[config.mk]
export PLATFORM = sky130hd
export DESIGN_NAME = pipe_ctrl_flat
export DESIGN_NICKNAME = d
export VERILOG_FILES = /design/src/rtl/pipe_ctrl_if.sv /design/src/rtl/pipe_ctrl.sv /design/src/flat_wrapper.sv
export SDC_FILE = /design/constraint.sdc
export NUM_CORES = 1
export LEC_CHECK = 0
export BUFFER_PORTS_ARGS = -buffer_cell sky130_fd_sc_hd__clkbuf_2
export CORE_MARGIN = 2
export CORE_UTILIZATION = 39
export CTS_BUF_LIST = sky130_fd_sc_hd__clkbuf_16
export DETAILED_ROUTE_END_ITERATION = 6
export MAX_ROUTING_LAYER = met4
export PLACE_DENSITY = 0.82
export RECOVER_POWER = 100
export SYNTH_ARGS = -nofsm -noshare
export SYNTH_HDL_FRONTEND = slang
export SYNTH_SLANG_ARGS = --single-unit
export TNS_END_PERCENT = 50
[constraint.sdc]
create_clock -name clk -period 2 [get_ports clk]
set_clock_uncertainty 0.05 [all_clocks]
set_input_delay 0.1 -clock clk [delete_from_list [all_inputs] [get_ports clk]]
set_output_delay 0.1 -clock clk [all_outputs]
set_load 0.05 [all_outputs]
[src/rtl/pipe_ctrl_if.sv]
// Handshake bundle between the pipeline stages and the central sequencer.
// The sequencer takes the master side: it drives the stall/flush/redirect
// controls and watches the stall requests and redirect events.
interface pipe_ctrl_if;
    logic        stallreq_if;
    logic        stallreq_id;
    logic        stallreq_ex;
    logic        stallreq_mem;
    logic        branch_flag_i;
    logic [31:0] branch_addr_i;
    logic        excp_req_i;
    logic [31:0] excp_vec_i;
    logic        mret_req_i;
    logic [31:0] epc_i;
    logic [5:0]  stalled;
    logic [5:0]  flush;
    logic        redirect_o;
    logic [31:0] redirect_pc_o;
    logic        timeout_o;

    modport master (
        input  stallreq_if, stallreq_id, stallreq_ex, stallreq_mem,
        input  branch_flag_i, branch_addr_i, excp_req_i, excp_vec_i,
        input  mret_req_i, epc_i,
        output stalled, flush, redirect_o, redirect_pc_o, timeout_o
    );

    modport slave (
        output stallreq_if, stallreq_id, stallreq_ex, stallreq_mem,
        output branch_flag_i, branch_addr_i, excp_req_i, excp_vec_i,
        output mret_req_i, epc_i,
        input  stalled, flush, redirect_o, redirect_pc_o, timeout_o
    );
endinterface

[src/rtl/pipe_ctrl.sv]
// Central pipeline sequencer for the 5-stage core.
// Bit k of stalled/flush maps to PC,IF,ID,EX,MEM,WB for k=0..5.
// A trap (exception or mret) redirects the PC and is followed by a single
// DRAIN cycle that kills whatever was fetched while the trap was taken.
// Stall/flush/redirect are combinational; only the FSM and the stall
// watchdog counter are registered.
module pipe_ctrl #(
    parameter int STALL_TIMEOUT = 255,
    parameter int CNT_W         = 8
) (
    input  logic         clk,
    input  logic         rst,
    pipe_ctrl_if.master  bus
);

    typedef enum logic {
        RUN   = 1'b0,
        DRAIN = 1'b1
    } state_t;

    state_t           r_state;
    logic [CNT_W-1:0] r_stallCnt;

    logic [5:0]  w_stallVec;
    logic [5:0]  w_stalled;
    logic [5:0]  w_flush;
    logic        w_redirect;
    logic [31:0] w_redirectPc;
    logic        w_timeout;
    logic        w_trap;
    logic        w_anyStalled;

    // Deepest stage requesting a stall wins and freezes everything upstream of it
    always_comb begin
        w_stallVec = 6'b000000;
        if (bus.stallreq_mem) begin
            w_stallVec = 6'b011111;
        end else if (bus.stallreq_ex) begin
            w_stallVec = 6'b001111;
        end else if (bus.stallreq_id) begin
            w_stallVec = 6'b000111;
        end else if (bus.stallreq_if) begin
            w_stallVec = 6'b000011;
        end
    end

    // Trap beats mret beats branch/stall; a branch waits while EX itself is frozen
    always_comb begin
        w_stalled    = 6'b000000;
        w_flush      = 6'b000000;
        w_redirect   = 1'b0;
        w_redirectPc = 32'h0000_0000;
        w_trap       = 1'b0;
        if (r_state == DRAIN) begin
            w_flush = 6'b000110;
        end else if (bus.excp_req_i) begin
            w_trap       = 1'b1;
            w_flush      = 6'b011110;
            w_redirect   = 1'b1;
            w_redirectPc = bus.excp_vec_i;
        end else if (bus.mret_req_i) begin
            w_trap       = 1'b1;
            w_flush      = 6'b011110;
            w_redirect   = 1'b1;
            w_redirectPc = bus.epc_i;
        end else if (bus.branch_flag_i && !w_stallVec[3]) begin
            w_flush      = 6'b000110;
            w_redirect   = 1'b1;
            w_redirectPc = bus.branch_addr_i;
        end else begin
            w_stalled = w_stallVec;
        end
    end

    assign w_anyStalled = |w_stalled;

    // Watchdog fires only on the cycle the count steps onto the threshold
    assign w_timeout = w_anyStalled && (r_stallCnt == CNT_W'(STALL_TIMEOUT - 1));

    // Outputs fall to their idle values the instant reset is asserted
    always_comb begin
        bus.stalled       = rst ? w_stalled    : 6'b000000;
        bus.flush         = rst ? w_flush      : 6'b000000;
        bus.redirect_o    = rst ? w_redirect   : 1'b0;
        bus.redirect_pc_o = rst ? w_redirectPc : 32'h0000_0000;
        bus.timeout_o     = rst ? w_timeout    : 1'b0;
    end

    // Trap FSM plus saturating consecutive-stall counter
    always_ff @(posedge clk or negedge rst) begin
        if (!rst) begin
            r_state    <= RUN;
            r_stallCnt <= '0;
        end else begin
            case (r_state)
                RUN:     r_state <= w_trap ? DRAIN : RUN;
                DRAIN:   r_state <= RUN;
                default: r_state <= RUN;
            endcase
            if (!w_anyStalled) begin
                r_stallCnt <= '0;
            end else if (r_stallCnt != '1) begin
                r_stallCnt <= r_stallCnt + 1'b1;
            end
        end
    end

endmodule

[src/flat_wrapper.sv]
// flat-port wrapper written by rule: the top's interface ports become plain ports
module pipe_ctrl_flat 
#(
    parameter int STALL_TIMEOUT = 255,
    parameter int CNT_W         = 8
)
  (clk, rst, bus_stallreq_if, bus_stallreq_id, bus_stallreq_ex, bus_stallreq_mem, bus_branch_flag_i, bus_branch_addr_i, bus_excp_req_i, bus_excp_vec_i, bus_mret_req_i, bus_epc_i, bus_stalled, bus_flush, bus_redirect_o, bus_redirect_pc_o, bus_timeout_o);
  pipe_ctrl_if bus_i ();
  input  logic clk;
  input  logic rst;
  input wire logic [$bits(bus_i.stallreq_if)-1:0] bus_stallreq_if;
  input wire logic [$bits(bus_i.stallreq_id)-1:0] bus_stallreq_id;
  input wire logic [$bits(bus_i.stallreq_ex)-1:0] bus_stallreq_ex;
  input wire logic [$bits(bus_i.stallreq_mem)-1:0] bus_stallreq_mem;
  input wire logic [$bits(bus_i.branch_flag_i)-1:0] bus_branch_flag_i;
  input wire logic [$bits(bus_i.branch_addr_i)-1:0] bus_branch_addr_i;
  input wire logic [$bits(bus_i.excp_req_i)-1:0] bus_excp_req_i;
  input wire logic [$bits(bus_i.excp_vec_i)-1:0] bus_excp_vec_i;
  input wire logic [$bits(bus_i.mret_req_i)-1:0] bus_mret_req_i;
  input wire logic [$bits(bus_i.epc_i)-1:0] bus_epc_i;
  output wire logic [$bits(bus_i.stalled)-1:0] bus_stalled;
  output wire logic [$bits(bus_i.flush)-1:0] bus_flush;
  output wire logic [$bits(bus_i.redirect_o)-1:0] bus_redirect_o;
  output wire logic [$bits(bus_i.redirect_pc_o)-1:0] bus_redirect_pc_o;
  output wire logic [$bits(bus_i.timeout_o)-1:0] bus_timeout_o;
  assign bus_i.stallreq_if = bus_stallreq_if;
  assign bus_i.stallreq_id = bus_stallreq_id;
  assign bus_i.stallreq_ex = bus_stallreq_ex;
  assign bus_i.stallreq_mem = bus_stallreq_mem;
  assign bus_i.branch_flag_i = bus_branch_flag_i;
  assign bus_i.branch_addr_i = bus_branch_addr_i;
  assign bus_i.excp_req_i = bus_excp_req_i;
  assign bus_i.excp_vec_i = bus_excp_vec_i;
  assign bus_i.mret_req_i = bus_mret_req_i;
  assign bus_i.epc_i = bus_epc_i;
  assign bus_stalled = bus_i.stalled;
  assign bus_flush = bus_i.flush;
  assign bus_redirect_o = bus_i.redirect_o;
  assign bus_redirect_pc_o = bus_i.redirect_pc_o;
  assign bus_timeout_o = bus_i.timeout_o;
  pipe_ctrl #(.STALL_TIMEOUT(STALL_TIMEOUT), .CNT_W(CNT_W)) u_core (.clk(clk), .rst(rst), .bus(bus_i));
endmodule
# Word level (Yosys, flattened, before mapping)

Index checks and enable logic that the tools add are counted.

Register bits: 9
Input port bits: 105

Add/sub/neg operators: 1
Equal/unequal tests: 3
Multiplexer cells: 32
Bitwise operators: 1
Reductions and logical operators: 4

Operators with widths:

| cell                | count |
|---|---|
| $mux 32             | 5 |
| $mux 6              | 12 |
| $mux 8              | 2 |
| $mux 1              | 10 |
| $add 8x1->8 const B | 1 |
| $eq 8x8->1 const B  | 1 |
| $ne 8x8->1 const B  | 1 |
| $reduce_or 6->1     | 1 |
| $mux 3              | 1 |
| $logic_and 1x1->1   | 2 |
| $mux 2              | 1 |
| $ne 2x2->1 const B  | 1 |
| $pmux 1 s2          | 1 |
| $logic_not 1->1     | 1 |
| $not 1->1           | 1 |

# Depth between registers and ports, before layout

Depth in word-level cells: 13
Depth in mapped cells: 5
Gate-level depth less buffers: 4

# Least setup slack after synthesis

Ideal clock, no wire load.

Kind: register to output
From: register u_core.r_state
To: output bus_stalled[3]
Arrival: 2.381 ns
Setup slack: -0.531 ns
Cell stages (with the launch flop): 5
Buffers on the path: 2
Cell sequence: dfrtp_1 -> nand2b_1 -> clkbuf_1 -> buf_2 -> nor4_1

Cells in the longest elaborated chain, start to end: 2

RTL lines:

| element                | line               | RTL |
|---|---|---|
| from (decl)            | pipe_ctrl.sv:21    | `state_t r_state;` |
| from (signal assigned) | pipe_ctrl.sv:96    | `RUN: r_state <= w_trap ? DRAIN : RUN;` |
| $mux 6                 | pipe_ctrl.sv:54    | `if (r_state == DRAIN) begin` |
| $mux 6                 | pipe_ctrl.sv:82    | `bus.stalled = rst ? w_stalled : 6'b000000;` |
| to (decl)              | flat_wrapper.sv:21 | `output wire logic [$bits(bus_i.stalled)-1:0] bus_stalled;` |

Every way passes these cells.

# Worst setup path in the final report

From: input rst
To: output bus_redirect_pc_o[15]

Cells in the longest elaborated chain, start to end: 1

RTL lines:

| element     | line               | RTL |
|---|---|---|
| from (decl) | flat_wrapper.sv:10 | `input logic rst;` |
| $mux 32     | pipe_ctrl.sv:85    | `bus.redirect_pc_o = rst ? w_redirectPc : 32'h0000_0000;` |
| to (decl)   | flat_wrapper.sv:24 | `output wire logic [$bits(bus_i.redirect_pc_o)-1:0] bus_redirect_pc_o;` |

Every way passes these cells.

==> out/qor.csv <==
metric;value;unit
CTS Buf Count;3;
via count;2016;
# rows;24;
Worst Hold Depth;4;
drt drc;0;
Lkg Pwr;1.162;nW
routed length on met3;343;um
Final min period;1.850;ns
VDD IR max;0.0002955;V
crit path capture type;output port;
Via density;5.376;
post-synth cell types;35;
Die Ht;71.21;um
Critical Path Slowest Stage Cell;dlygate4sd3_1;
share of cells above drive strength 1;0.5944;
Synth Register Bits;9;
crit path DAT;1.70;ns
diodes inserted;0;
Seq/Total Area, Yosys;0.1278;
Worst Reg2Reg Path Length in Cells;4;
first-iteration detailed-routing DRC count;77;
CP Launch Point;rst;
Setup violations, final;0;
Multi-input gate area;1227;um2
vias in the first global route;1989;
CTS tree;yes;
Initial Util;0.4046;
Synth-to-Final Area Change;40.06;%
Cell Area, Synth;1762;um2
PortBufs;147;
Setup CP Type;in2out;
WL met2;2858;um
pin count of the biggest net entering global routing;68;
Filler cells;399;
met1 wire length;2193;um
most frequent cells in the layout;137 x clkbuf_2, 38 x nor3_1, 32 x nor2b_1;
placed cell area;2530;um2
Die X;71.21;um
Slew @ Worst Pin;0.6220;ns
GPL Wtd Cong;0.7889;
Total GRT Usage;0.2141;
top sig layer;met4;
Overflow after GRT;0;
placed instance count;370;
placeable core region;4354;um2
FF-to-FF End;u_core.r_stallCnt[5]$_DFFE_PN0P_;
first-pass GRT wire length;8728;um
final wirelength;5438;um
HP Start;bus_excp_req_i;
antenna violations before repair;0;
Rel. slew slack;0.5871;
final hold violations;0;
Final Max Slew Viols;0;
max-cap violation count;0;
Synth Warn #;0;
R2R setup slack;0.33;ns
Final period util;0.9251;
Pre-Repair DR Iteration Count;4;
Hold Path Sink;u_core.r_stallCnt[5]$_DFFE_PN0P_;
most common cell after layout, fill and taps aside;clkbuf_2;
final instance area;2467;um2
Clk Tree Root Cell;clkbuf_16;
post-DP HPWL;4251;um
Ports;151;
H-tree lvl count;1;
Cell Pwr Density;470.0;nW/um2
worst hold-check path type;in2reg;
Clock Path Buffers;2;
Post-Layout Cell Count;375;
Worst EP required;1.85;ns
CTS Sinks;9;
fin nets;431;
Avg Inst Size Synth;9.272;um2
CTS clk-pin slew, worst paths;0.04;ns
CP max FO;18;
Clock Latency Late Sink;0.24;ns
PostCTS Resize Cnt;0;
Die Area;5071;um2
synthesized instance count;190;
critical path, cell by cell;dlygate4sd3_1 > clkbuf_1 > nand2b_2 > buf_4 > nor3_1 > buf_12;
routed len/inst;14.50;um
status;completed;
Worst setup SP type;input pin;
Post-DRT Antenna Nets;0;
Peak Freq;540.5;MHz
FF+latch area;225.2;um2
critical path's largest stage delay;0.52;ns
RSZ-0062 raised after global routing;no;
reg2reg start;u_core.r_stallCnt[0]$_DFFE_PN0P_;
==> state kept, by name, indices dropped and copies added, names as in the netlist <==
signal,cells
u_core.r_stallCnt,8
u_core.r_state,1
==> critical path, delay by kind of cell <==
kind,cells,cell delay [ns]
buffers and inverters,4,1.09
and+or+nand+nor,2,0.50
==> metal layers <==
layer	track usage	vias up
met5	-	-
met4	0.05451	0
met3	0.04219	6
met2	0.3879	90
met1	0.2396	921
li1	-	999
==> through the flow <==
stage	setup TNS, ns	hold WS (ns)	util	power (mW)	setup WS [ns]
after floorplan	-0.08608	-0.2456	-	0.6396	-0.02574
after global placement	0	0.008906	0.5810	0.8357	0.3157
after detailed placement	0	0.01955	0.5810	0.8467	0.3016
after CTS	0	0.2361	0.6014	1.205	0.1811
after global routing	0	0.2689	0.5667	1.221	0.02997
final	0	0.2329	0.5667	1.160	0.1498
==> worst max path at each step <==
stage | slack [ns] | end
floorplan | -0.03 | bus_redirect_pc_o[0]
global placement | 0.32 | bus_redirect_pc_o[31]
detailed placement | 0.30 | bus_redirect_pc_o[31]
CTS | 0.18 | bus_redirect_pc_o[18]
global route | 0.03 | bus_redirect_pc_o[28]
finish | 0.15 | bus_redirect_pc_o[15]
==> power breakdown <==
group          internal [mW]  switching [mW]
Sequential             0.187         0.00393
Combinational          0.217           0.402
Clock                  0.261          0.0881
Total                  0.665           0.494
==> cell usage after synthesis <==
cell type	instances	area [um2]
buf_6	7	78.83
nor4_1	1	6.260
a221oi_1	2	17.52
dfrtp_1	9	225.2
clkbuf_1	6	22.52
nor3_2	31	310.3
nor4b_1	2	17.52
nor4b_4	1	23.77
nand2b_1	1	6.260
nand2_1	4	15.01
a31oi_1	2	12.51
a21oi_1	6	30.03
buf_1	1	3.750
nor3_1	12	60.06
nand4_1	4	25.02
o31ai_1	1	7.510
buf_2	4	20.02
or4_1	1	7.510
and3_1	1	6.260
clkbuf_4	2	15.01
nor2b_1	32	200.2
mux2i_1	1	10.01
ha_1	2	25.02
a221oi_2	30	450.4
buf_4	7	52.55
nand4b_1	1	8.760
a211oi_1	3	22.52
or3_1	1	6.260
nor2_1	6	22.52
inv_1	3	11.26
and4_1	1	8.760
conb_1	1	3.750
nand3_1	2	10.01
or3b_2	1	8.760
nand3_2	1	10.01
==> kinds of logic (layout without fill, tap and decap cells) <==
logic type                 count (synthesis)  in the layout  share of synthesized area
DFF                                        9              9                     0.1278
and+or+nand+nor                          103            103                     0.4276
other                                      1              3                   0.002129
AOI/OAI and AO/OA                         44             44                     0.3068
adders and majority gates                  2              2                    0.01420
buffers and inverters                     30            161                     0.1158
muxes                                      1              1                   0.005682
==> repair_timing <==
| item | 4_1_cts | 5_1_grt |
|---|---|---|
| hold buffers | 1 | 0 |
| setup endpoints to repair | 0 | 0 |
| endpoints found under the hold margin | 9 | 0 |
| setup buffers | 0 | 0 |
==> cell type report <==
cell class,instances,share of cell area
clock buffer,3,0.03043
inverter,3,0.004564
sequential,9,0.09128
timing repair buffer,154,0.3484
tap,52,0.02637
multi-input combinational,153,0.4975
clock inverter,1,0.001521
(Power assumes the default switching activity.)
